<file path="src/rtl/bias_accum_adder.sv">
// -----------------------------------------------------------------------------
// bias_accum_adder
//
// Purpose:
//   Accumulates N_PASS partial-sum beats per lane from an adder tree, adds a
//   per-lane bias on the first beat of each group, saturates the final sum to
//   the signed 18-bit range and presents it on a valid/ready output register.
//   While a finished result waits for the consumer, the next group keeps
//   accumulating; only its final beat is stalled.
//
// Optional build macro:
//   BIAS_ACCUM_RELU_EN - when defined, negative saturated results are clamped
//                        to 0 (fused ReLU). Interface and timing are unchanged.
//
// Ports:
//   clk       - single clock, rising edge
//   rst       - synchronous active-high reset
//   bias_q    - packed per-lane signed biases, lane i at [18*i +: 18]
//   in_data   - packed signed partial sums, lane i at [18*i +: 18]
//   in_valid  - in_data is valid
//   in_ready  - block accepts in_data this cycle
//   out_data  - packed biased, saturated results
//   out_valid - out_data holds a result
//   out_ready - consumer takes the result this cycle
//   pass_cnt  - beats accepted so far in the current group
// -----------------------------------------------------------------------------
module bias_accum_adder #(
  parameter int N_adder_tree = 16,
  parameter int N_PASS       = 4
) (
  input  logic                         clk,
  input  logic                         rst,
  input  logic [N_adder_tree*18-1:0]   bias_q,
  input  logic [N_adder_tree*18-1:0]   in_data,
  input  logic                         in_valid,
  output logic                         in_ready,
  output logic [N_adder_tree*18-1:0]   out_data,
  output logic                         out_valid,
  input  logic                         out_ready,
  output logic [$clog2(N_PASS):0]      pass_cnt
);

  localparam int PCW  = $clog2(N_PASS) + 1;
  // Wide enough for N_PASS beats plus the bias without wrapping.
  localparam int ACCW = 18 + PCW;
  localparam logic [PCW-1:0] LAST_BEAT = PCW'(N_PASS - 1);
  localparam logic signed [ACCW-1:0] SAT_MAX = ACCW'(131071);
  localparam logic signed [ACCW-1:0] SAT_MIN = ACCW'(-131072);

  logic [PCW-1:0]               r_pass_cnt;
  logic                         r_out_valid;
  logic [N_adder_tree*18-1:0]   r_out_data;
  logic [N_adder_tree*18-1:0]   w_result;

  logic w_first;
  logic w_last;
  logic w_in_ready;
  logic w_accept;
  logic w_final;

  assign w_first = (r_pass_cnt == '0);
  assign w_last  = (r_pass_cnt == LAST_BEAT);
  // Only the final beat needs a free output slot; a slot being drained this
  // cycle counts as free, which gives back-to-back results without a bubble.
  assign w_in_ready = rst | ~(w_last & r_out_valid & ~out_ready);
  assign w_accept   = in_valid & w_in_ready & ~rst;
  assign w_final    = w_accept & w_last;

  genvar gi;
  generate
    for (gi = 0; gi < N_adder_tree; gi++) begin : g_lane
      logic signed [ACCW-1:0] r_acc;
      logic signed [ACCW-1:0] w_in_ext;
      logic signed [ACCW-1:0] w_bias_ext;
      logic signed [ACCW-1:0] w_sum;
      logic signed [17:0]     w_sat;
      logic signed [17:0]     w_res;

      assign w_in_ext   = {{(ACCW-18){in_data[18*gi+17]}}, in_data[18*gi +: 18]};
      assign w_bias_ext = {{(ACCW-18){bias_q[18*gi+17]}},  bias_q[18*gi +: 18]};
      // Bias enters only on the first beat, so mid-group bias changes are ignored.
      assign w_sum = w_first ? (w_in_ext + w_bias_ext) : (r_acc + w_in_ext);

      always_comb begin
        w_sat = w_sum[17:0];
        if (w_sum > SAT_MAX) begin
          w_sat = 18'sd131071;
        end else if (w_sum < SAT_MIN) begin
          w_sat = -18'sd131072;
        end
      end

`ifdef BIAS_ACCUM_RELU_EN
      assign w_res = w_sat[17] ? 18'sd0 : w_sat;
`else
      assign w_res = w_sat;
`endif

      assign w_result[18*gi +: 18] = w_res;

      always_ff @(posedge clk) begin
        if (rst) begin
          r_acc <= '0;
        end else if (w_accept) begin
          r_acc <= w_sum;
        end
      end
    end
  endgenerate

  always_ff @(posedge clk) begin
    if (rst) begin
      r_pass_cnt  <= '0;
      r_out_valid <= 1'b0;
      r_out_data  <= '0;
    end else begin
      if (w_accept) begin
        r_pass_cnt <= w_last ? '0 : (r_pass_cnt + PCW'(1));
      end
      if (w_final) begin
        r_out_data  <= w_result;
        r_out_valid <= 1'b1;
      end else if (r_out_valid && out_ready) begin
        r_out_valid <= 1'b0;
      end
    end
  end

  assign in_ready  = w_in_ready;
  assign out_data  = r_out_data;
  assign out_valid = r_out_valid;
  assign pass_cnt  = r_pass_cnt;

endmodule

</file>
<file path="config.mk">
export PLATFORM = sky130hd
export DESIGN_NAME = bias_accum_adder
export DESIGN_NICKNAME = d
export VERILOG_FILES = /design/src/rtl/bias_accum_adder.sv
export SDC_FILE = /design/constraint.sdc
export NUM_CORES = 2
export LEC_CHECK = 0
export ABC_AREA = 1
export BUFFER_PORTS_ARGS = -buffer_cell sky130_fd_sc_hd__buf_2
export CAP_MARGIN = 20
export CORE_MARGIN = 2
export CORE_UTILIZATION = 55
export DETAILED_ROUTE_END_ITERATION = 16
export PLACE_DENSITY = 0.85
export RECOVER_POWER = 50
export SYNTH_ARGS = -nofsm -noshare
export SYNTH_HDL_FRONTEND = slang
export SYNTH_SLANG_ARGS = --single-unit
</file>
<file path="constraint.sdc">
create_clock -name clk -period 4.46 [get_ports clk]
set_input_delay 1.115 -clock clk [delete_from_list [all_inputs] [get_ports clk]]
set_output_delay 1.115 -clock clk [all_outputs]
set_load 0.02 [all_outputs]
</file>
==> reports/qor.yml <==
path_delay_family: "buffers and inverters"
irDropWorstVdd_mv: 0.260
synthCells: 10211
crit_buf_inv: 5
worst_path_largest_cell_delay_ns: 1.37
die_w_um: 340
track_usage_pct: 39.4
synth.most_common_cell: "nand2_1"
ctsHoldBuffers: 0
nets: 12130
clk_latency_ns: 0.66
routed_wl_um: 240000
r2r_setup_slack_ns: 0.54
clk_path_buf_depth: 3
path_cells: "ha_1, inv_1, nor2_2, inv_1, nor2_1, inv_1, nand2_1, inv_6, nand2_1, clkbuf_1, a21oi_1, nand2_1, a21oi_1"
coreArea_um2: 112000
tightestPinTransition_ns: 2.05
overflow: 0
drive_above_1_share_pct: 8.74
syn2layout_area_growth_pct: 12.4
synth_edf_count: 0
dp_hpwl_um: 189000
num_vias: 72948
cts_setup_buffers: 0
crit_arrival_ns: 4.46
async_flop_share_pct: 0
utilization_pct: 62.1
fin_crit_sh_pct: 87.9
std_cell_rows: 123
final.setup.tns_ns: 0
worstHoldPathType: "reg -> reg"
critical_path_depth: 13
syn_avg_cell_area_um2: 6.07
status: "complete, but fails checks"
p_per_area_nw_per_um2: 337
post-route-drc-count: 0
min_period_ns: 3.92
start_util_pct: 55.3
drt_pass1_iterations: 8
violations: "capacitance limit, slew limit"
crit_start: "pass_cnt[0]$_SDFFE_PP0P_"
grt_pass1_vias: 68341
cts_made_buffers: 79
required_ns: 5.00
holdPathStages: 2
antenna_found_initial: 46
cp_slowest_cell: "clkbuf_1"
synth_top_area_share_pct: 20.3
cts_max_level: 3
gp_congestion: 1.04
p_leak_nw: 35.7
rr_endpoint: "out_data[33]$_SDFFE_PP0P_"
synth_area_leaders: "dfxtp_1 20%, nand2_1 16%, ha_1 12%, a21oi_1 8.6%, o21ai_0 8.0%"
seq_area_frac_synth_pct: 20.3
synth_area_um2: 62000
drt_iter0_markers: 6904
slew_headroom_pct: -36.7
cts_sinks: 628
rsz0062_at_grt: "false"
portBuffers: 872
setup_viol: 0
rr_startpoint: "pass_cnt[0]$_SDFFE_PP0P_"
die_area_um2: 115000
clock_skew_ns: 0.0152
clk_pin_slew_worst_paths_ns: 0.06
yosys_register_bits: 628
cp-start-kind: "flip-flop"
hold_slack_ns: 0.470
grt_max_degree: 194
criticalPathCategory: "reg -> reg"
drv_slew: 161
cp_max_fo: 26
crit_path_end: "out_data[33]$_SDFFE_PP0P_"
ff2ff_path_depth: 13
clock.fmax_mhz: 255
grt_pass1_wl_um: 366000
max_cap_viol_count: 2
dieHeight_um: 340
viasPerCell: 5.83
wl_per_cell_um: 19.2
yosysWarningCount: 0
clockRootBuffer: "clkbuf_16"
synth_common_cells: "2609 x nand2_1, 1103 x inv_1, 1067 x a21oi_1, 1023 x nor2_1, 996 x o21ai_0"
post_cts_resized: 0
ant_nets: 0
io_pins: 873
tritoncts: "done"
synth_top_cell_by_area: "dfxtp_1"
finalHoldViolations: 0
synth_nets: 11433
critPathCaptureType: "flip-flop"
synth_cell_types: 64
synthFlopType: "dfxtp_1"
-- layout make-up --
| class | count | area [µm²] |
|---|---|---|
| sequential | 628 | 12600 |
| tap | 1500 | 1880 |
| clock buffer | 106 | 2270 |
| antenna | 33 | 82.6 |
| inverter | 1137 | 4300 |
| timing repair buffer | 910 | 4430 |
| clock inverter | 38 | 445 |
| fill | 11180 | 42500 |
| multi-input combinational | 8152 | 43700 |
-- per-stage QoR --
step,cells,total power (W),setup slack [ns],area [µm²]
3_5_place_dp,12327,0.0164,0.514,67300
2_1_floorplan,10211,0.0136,1.32,62000
5_1_grt,12498,0.0249,0.467,69700
4_1_cts,12471,0.0233,1.10,70000
3_3_place_gp,12327,0.0162,0.584,67300
6_report,12504,0.0235,0.539,69700
-- registers in the layout, indices dropped and copies added, names as in the netlist --
| register | cells |
|---|---|
| g_lane.r_acc | 336 |
| out_data | 288 |
| out_valid | 1 |
| pass_cnt | 3 |
-- power breakdown --
group	internal (W)	total [W]	switching (W)
Clock	0.00405	0.00688	0.00282
Combinational	0.00335	0.0103	0.00694
Sequential	0.00605	0.00631	0.000261
-- cell families after synthesis --
kind of cell / share of synthesized area [%]
adder cells (fa/ha/maj): 13.3
buffers and inverters: 9.21
AO/OA/AOI/OAI: 21.3
multiplexers: 0.339
XOR/XNOR: 1.78
AND/OR/NAND/NOR: 33.8
flip-flops: 20.3
-- metal layers --
layer	vias to the layer above	wire length [µm]	part of all wire (%)	global-route usage (%)
met5	-	136	0.057	0
met4	22	16900	7.1	26.1
met3	826	21800	9.1	7.69
met2	3380	107000	45	63.8
met1	33104	94100	39	47.6
li1	35616	-	-	-
-- worst min-delay path by stage --
stage | from | end | slack [ns]
6_report | out_data[155]$_SDFFE_PP0P_ | out_data[155]$_SDFFE_PP0P_ | 0.47
5_1_grt | out_data[155]$_SDFFE_PP0P_ | out_data[155]$_SDFFE_PP0P_ | 0.49
4_1_cts | out_data[205]$_SDFFE_PP0P_ | out_data[205]$_SDFFE_PP0P_ | 0.46
3_5_place_dp | out_data[205]$_SDFFE_PP0P_ | out_data[205]$_SDFFE_PP0P_ | 0.45
3_3_place_gp | out_data[155]$_SDFFE_PP0P_ | out_data[155]$_SDFFE_PP0P_ | 0.45
2_1_floorplan | g_lane[11].r_acc[6]$_SDFFE_PP0P_ | g_lane[11].r_acc[6]$_SDFFE_PP0P_ | 0.45
-- cells in the final DEF, fill, tap and decap left out, types with 23 or more instances in the layout --
cell type     n
and2_1       25
o21ai_0     998
a21boi_0     29
nand3_2      26
a21oi_1    1067
nand3_1     814
nand2_1    2612
o21a_1       46
buf_2       579
nand3b_1     23
clkbuf_16    83
o21bai_1     95
nand4_1     163
xor2_1       54
diode_2      33
ha_1        610
inv_2        29
inv_1      1102
clkbuf_1    307
dfxtp_1     628
nor2_1     1023
nor3_1       88
nor2_2       27
a31oi_1      57
xnor2_1      72
fa_1         32
nand2_2      31
a21o_1       45
-- worst min-delay path, cell delays in order, from the launching register on --
cell and delay (ns):
dfxtp_1 0.31, nand2_1 0.06, a21oi_1 0.05
Power figures use the tool's default switching activity.
